<file path="config.mk">
export PLATFORM = sky130hd
export DESIGN_NAME = dmem_arbiter
export DESIGN_NICKNAME = d
export VERILOG_FILES = /design/src/rtl/dmem_arbiter.sv
export SDC_FILE = /design/constraint.sdc
export NUM_CORES = 1
export LEC_CHECK = 0
export ABC_CLOCK_PERIOD_IN_PS = 2140
export CAP_MARGIN = 25
export CELL_PAD_IN_SITES_DETAIL_PLACEMENT = 1
export CELL_PAD_IN_SITES_GLOBAL_PLACEMENT = 2
export CORE_UTILIZATION = 25
export CTS_CLUSTER_SIZE = 28
export DETAILED_ROUTE_END_ITERATION = 7
export PLACE_DENSITY = 0.85
export SETUP_SLACK_MARGIN = 0.4
export SLEW_MARGIN = 30
export SYNTH_ARGS = -nofsm -noshare
export SYNTH_HDL_FRONTEND = slang
export SYNTH_SLANG_ARGS = --single-unit
</file>
<file path="constraint.sdc">
create_clock -name clk -period 2.14 [get_ports clk]
set_input_delay 0.428 -clock clk [delete_from_list [all_inputs] [get_ports clk]]
set_output_delay 0.428 -clock clk [all_outputs]
set_load 0.1 [all_outputs]
</file>
<file path="src/rtl/dmem_arbiter.sv">
// Data-memory port arbiter: shares one fixed-latency memory port between the
// CPU MEM stage (port C) and a DMA/peripheral master (port D). One access is
// in flight at a time; each access walks IDLE -> ISSUE -> WAIT -> DONE.
//
// Handshake: a requester raises *_req together with we/addr/wdata/be and holds
// them until its one-cycle *_done pulse. Fields are latched at grant, so a
// request that drops mid-access still completes and still pulses done.
module dmem_arbiter #(
  parameter int ADDR_W       = 32,
  parameter int DATA_W       = 32,
  parameter int READ_LAT     = 1,
  parameter int CPU_PRIORITY = 0
) (
  input  logic                clk,
  input  logic                rst_n,
  input  logic                cpu_req,
  input  logic                cpu_we,
  input  logic [ADDR_W-1:0]   cpu_addr,
  input  logic [DATA_W-1:0]   cpu_wdata,
  input  logic [DATA_W/8-1:0] cpu_be,
  output logic [DATA_W-1:0]   cpu_rdata,
  output logic                cpu_done,
  output logic                cpu_stall,
  input  logic                dma_req,
  input  logic                dma_we,
  input  logic [ADDR_W-1:0]   dma_addr,
  input  logic [DATA_W-1:0]   dma_wdata,
  input  logic [DATA_W/8-1:0] dma_be,
  output logic [DATA_W-1:0]   dma_rdata,
  output logic                dma_done,
  output logic                mem_req,
  output logic                mem_we,
  output logic [ADDR_W-1:0]   mem_addr,
  output logic [DATA_W-1:0]   mem_wdata,
  output logic [DATA_W/8-1:0] mem_be,
  input  logic [DATA_W-1:0]   mem_rdata,
  output logic [1:0]          dbg_state
);

  localparam int BE_W  = DATA_W / 8;
  localparam int CNT_W = 4;
  localparam logic OWN_C = 1'b0;
  localparam logic OWN_D = 1'b1;

  typedef enum logic [1:0] {
    S_IDLE  = 2'd0,
    S_ISSUE = 2'd1,
    S_WAIT  = 2'd2,
    S_DONE  = 2'd3
  } state_t;

  state_t            state_q, state_d;
  logic              owner_q, owner_d;
  logic              last_grant_q, last_grant_d;
  logic [CNT_W-1:0]  cnt_q, cnt_d;
  logic              mem_we_q, mem_we_d;
  logic [ADDR_W-1:0] mem_addr_q, mem_addr_d;
  logic [DATA_W-1:0] mem_wdata_q, mem_wdata_d;
  logic [BE_W-1:0]   mem_be_q, mem_be_d;
  logic [DATA_W-1:0] cpu_rdata_q, cpu_rdata_d;
  logic [DATA_W-1:0] dma_rdata_q, dma_rdata_d;
  logic              grant;

  // Tie-break: fixed CPU priority, or alternate away from the last winner.
  always_comb begin
    grant = OWN_C;
    if (cpu_req && dma_req) begin
      grant = (CPU_PRIORITY != 0) ? OWN_C : ~last_grant_q;
    end else if (dma_req) begin
      grant = OWN_D;
    end
  end

  // Next-state logic: arbitration, access sequencing and read-data capture.
  always_comb begin
    state_d      = state_q;
    owner_d      = owner_q;
    last_grant_d = last_grant_q;
    cnt_d        = cnt_q;
    mem_we_d     = mem_we_q;
    mem_addr_d   = mem_addr_q;
    mem_wdata_d  = mem_wdata_q;
    mem_be_d     = mem_be_q;
    cpu_rdata_d  = cpu_rdata_q;
    dma_rdata_d  = dma_rdata_q;
    case (state_q)
      S_IDLE: begin
        if (cpu_req || dma_req) begin
          owner_d      = grant;
          last_grant_d = grant;
          mem_we_d     = (grant == OWN_D) ? dma_we    : cpu_we;
          mem_addr_d   = (grant == OWN_D) ? dma_addr  : cpu_addr;
          mem_wdata_d  = (grant == OWN_D) ? dma_wdata : cpu_wdata;
          mem_be_d     = (grant == OWN_D) ? dma_be    : cpu_be;
          state_d      = S_ISSUE;
        end
      end
      S_ISSUE: begin
        cnt_d   = CNT_W'(READ_LAT - 1);
        state_d = S_WAIT;
      end
      S_WAIT: begin
        if (cnt_q == '0) begin
          // Writes leave the read-data registers untouched.
          if (!mem_we_q) begin
            if (owner_q == OWN_D) dma_rdata_d = mem_rdata;
            else                  cpu_rdata_d = mem_rdata;
          end
          state_d = S_DONE;
        end else begin
          cnt_d = cnt_q - 1'b1;
        end
      end
      S_DONE: begin
        state_d = S_IDLE;
      end
      default: begin
        state_d = S_IDLE;
      end
    endcase
  end

  // State and datapath registers; reset aborts any access in flight.
  always_ff @(posedge clk or negedge rst_n) begin
    if (!rst_n) begin
      state_q      <= S_IDLE;
      owner_q      <= OWN_C;
      last_grant_q <= OWN_D;
      cnt_q        <= '0;
      mem_we_q     <= 1'b0;
      mem_addr_q   <= '0;
      mem_wdata_q  <= '0;
      mem_be_q     <= '0;
      cpu_rdata_q  <= '0;
      dma_rdata_q  <= '0;
    end else begin
      state_q      <= state_d;
      owner_q      <= owner_d;
      last_grant_q <= last_grant_d;
      cnt_q        <= cnt_d;
      mem_we_q     <= mem_we_d;
      mem_addr_q   <= mem_addr_d;
      mem_wdata_q  <= mem_wdata_d;
      mem_be_q     <= mem_be_d;
      cpu_rdata_q  <= cpu_rdata_d;
      dma_rdata_q  <= dma_rdata_d;
    end
  end

  assign mem_req   = (state_q == S_ISSUE);
  assign mem_we    = mem_we_q;
  assign mem_addr  = mem_addr_q;
  assign mem_wdata = mem_wdata_q;
  assign mem_be    = mem_be_q;
  assign cpu_rdata = cpu_rdata_q;
  assign dma_rdata = dma_rdata_q;
  assign cpu_done  = (state_q == S_DONE) && (owner_q == OWN_C);
  assign dma_done  = (state_q == S_DONE) && (owner_q == OWN_D);
  // Stall holds the pipeline whenever the CPU waits, including behind DMA.
  assign cpu_stall = cpu_req & ~cpu_done;
  assign dbg_state = state_q;

endmodule

</file>
==> metrics.txt, run 1 <==
Netlist cell types=33; Setup Skew=0.0119 ns; most used cell, CP=nor2b_4; # fillers=2523; I/O pin count=313; clock slew seen by the registers of the worst setup and hold paths=0.06 ns; slowest stage delay, CP=0.51 ns; Layout Cells excl Fill=1197; DR WL/cell=20.9 um; CP Launch Type=flop; final-report hold violation count=0; Cell Chain, Critical Path=ha_4 > nor2b_4 > nor2b_4 > buf_12; Area contributors post-synth=dfrtp_1 56%, mux2_4 14%, mux2i_1 11%, o21ai_0 5.6%, nand2_1 4.2%; Congestion Overflow GR=0; Min Hold Slack=0.490 ns; Mapped Area=6290 sq um; H-tree depth=4; number of DRC markers in iteration 0=167; Starting Density=25.7%; syn avg cell area=13.1 sq um; Via Count=5365; Antenna Nets Post-Route=0; dpl hpwl=14500 um; Cell Count Post-Placement=1105; pin count of the biggest net entering global routing=85; Die H=161 um; Commonest cells post-synth=140 x dfrtp_1, 71 x nand2_1, 70 x mux2i_1, 70 x o21ai_0, 60 x mux2_4; Final Max Slew Viols=0; initial antenna violation count=0; Buf/Inv on CP=1; crit-path max FO=4; RD Place Congestion=0.734; Async SR Flop Fraction=100%; clock sinks=141; instance count on the critical path=4; Worst Setup End Kind=primary output; CP top delay family=flip-flops; Area Growth Syn to Fin=86.9%; fraction of layout instances using a drive strength above 1=50.1%; Setup CP Type=flop to primary output; syn_nets=662; num rows=57; PortBufs=312; Post-synth EDFFs=0; Final nets=1040; WHS Endpoint=mem_wdata[4]; endpoints failing setup=0; vias per std cell=4.48; met1 GRT Util=19.3%; arrival time at the worst endpoint=1.54 ns; max-cap violations=0; Synth Flop Type=dfrtp_1; setup TNS=0 ns; crit path time final=1.97 ns; most frequent cell after synthesis=dfrtp_1; Hold Path Stages=2; vias in the first global route=5752; total track usage=16.5%; diode count=0; Worst R2R Setup Slack=0.19 ns; cell taking the most area after synthesis=dfrtp_1; grt met3 use=4.05%; CTS max path bufs=2; Fmax=0.509 GHz; Die W=161 um; worst skew pair latency=0.42 ns; Synth top area share=55.7%; CTS tree=done; RSZ-0062 raised after global routing=true; max_slew headroom=68.9%; Post-Syn Instances=482; CP Launch Point=dbg_state[1]; final WL=25000 um; sequential-to-total area share from yosys stat=56.1%; met2 Resource Use GR=29.7%; global-route wire length before repair=32800 um; RR Startpoint=dbg_state[0]; R2R Path End=dma_rdata[4]; CTS root buffer=clkbuf_16; CTS Buf Count=17; most used routing layer=met2; slowest cell on the critical path=dfrtp_4; Hold Crit Class=flop to flop; Core Area=24500 sq um; worst hold start=mem_wdata[4]; status=finished, final reports clean; Final period util=91.9%; Die Area=25800 sq um; Worst Path Required=1.71 ns; DRC viols=0; measured slew at the worst slew-check pin=0.466 ns; synthesis warning total=0; drt pass-1 iters=4; Yosys reg bits=141; worst reg2reg path depth=8
[kinds of logic after synthesis]
group	after synthesis	synth area share [%]
AOI/OAI and AO/OA	80	6.70
DFF	141	56.1
and+or+nand+nor	84	6.08
adders and majority gates	6	1.19
muxes	136	26.5
buffers and inverters	35	3.42
[layout by cell type (no fill, tap or decap), types with 2 or more instances in the layout]
cell,n
clkdlybuf4s50_1,172
buf_4,150
dfrtp_1,138
mux2i_1,70
mux2_4,60
o21ai_2,45
nand2_4,30
clkbuf_16,30
nand2_2,26
o21ai_1,24
buf_12,23
buf_6,18
nand2_1,15
inv_6,7
mux2_2,6
buf_16,6
buf_8,6
ha_4,5
inv_1,4
o21ai_4,3
clkinvlp_4,3
nor2b_4,2
clkinv_4,2
clkinv_2,2
inv_8,2
dfrtp_4,2
[worst max path at each step]
stage / slack [ns] / endpoint
5_1_grt: 0.13 / cpu_stall
2_1_floorplan: 0.07 / cpu_stall
3_3_place_gp: 0.21 / mem_addr[4]
6_report: 0.17 / cpu_stall
3_5_place_dp: 0.17 / mem_addr[13]
4_1_cts: 0.15 / cpu_stall
[worst register-to-register path, delay by kind of cell (launching register included)]
family        cells  cell delay, ns
fa+ha+maj         1            0.12
buf+inv           4            0.54
flops             1            0.50
mux               1            0.30
simple gates      2            0.39
[area by class of cell]
class / instances / area (sq um) / area share [%]
Timing Repair Buffer: 389 / 4100 / 34.9
Sequential cell: 141 / 3540 / 30.1
Multi-Input combinational cell: 306 / 3150 / 26.7
Clock buffer: 17 / 425 / 3.62
Tap cell: 324 / 405 / 3.45
Clock inverter: 15 / 125 / 1.06
Inverter: 5 / 23.8 / 0.202
[metrics by stage]
stage	setup slack, ns	utilization [%]	instance area (sq um)
floorplan	0.0720	-	6370
global placement	0.208	39.1	9600
detailed placement	0.174	39.1	9600
CTS	0.149	42.8	10500
global route	0.126	48.0	11800
finish	0.174	48.0	11800
[state kept, by name (all words and copies together), names as in the netlist]
register / count
owner_q: 1
dma_rdata: 32
mem_we: 1
mem_wdata: 32
cnt_q: 4
mem_be: 4
last_grant_q: 1
dbg_state: 2
cpu_rdata: 32
mem_addr: 32
[per-layer routing]
metal	routed length [um]	share of wire, %
met4	407	1.6
met2	13700	55
met5	0	0
met3	1420	5.7
met1	9460	38
[repair_timing]
action / 4_1_cts / 5_1_grt
cloned: 5 / 23
pin swaps: 3 / 77
hold buffers: 1 / 0
buffers inserted: 13 / 18
endpoints found under the setup margin: 65 / 142
endpoints found under the hold margin: 40 / 0
resized for setup: 19 / 248
Power of run 1 is not shown: default switching activity piles up to over one toggle a cycle in this logic, so the estimate is an artifact.
==> run 2, diff against run 1 <==
--- a/config.mk
+++ b/config.mk
@@ -5,7 +5,6 @@
 export SDC_FILE = /design/constraint.sdc
 export NUM_CORES = 1
 export LEC_CHECK = 0
-export ABC_CLOCK_PERIOD_IN_PS = 2140
 export CAP_MARGIN = 25
 export CELL_PAD_IN_SITES_DETAIL_PLACEMENT = 1
 export CELL_PAD_IN_SITES_GLOBAL_PLACEMENT = 2
==> results of run 2 <==
Final layout, timing and power as in run 1 (identical DEF).
Power of run 2 is left out for the same reason.
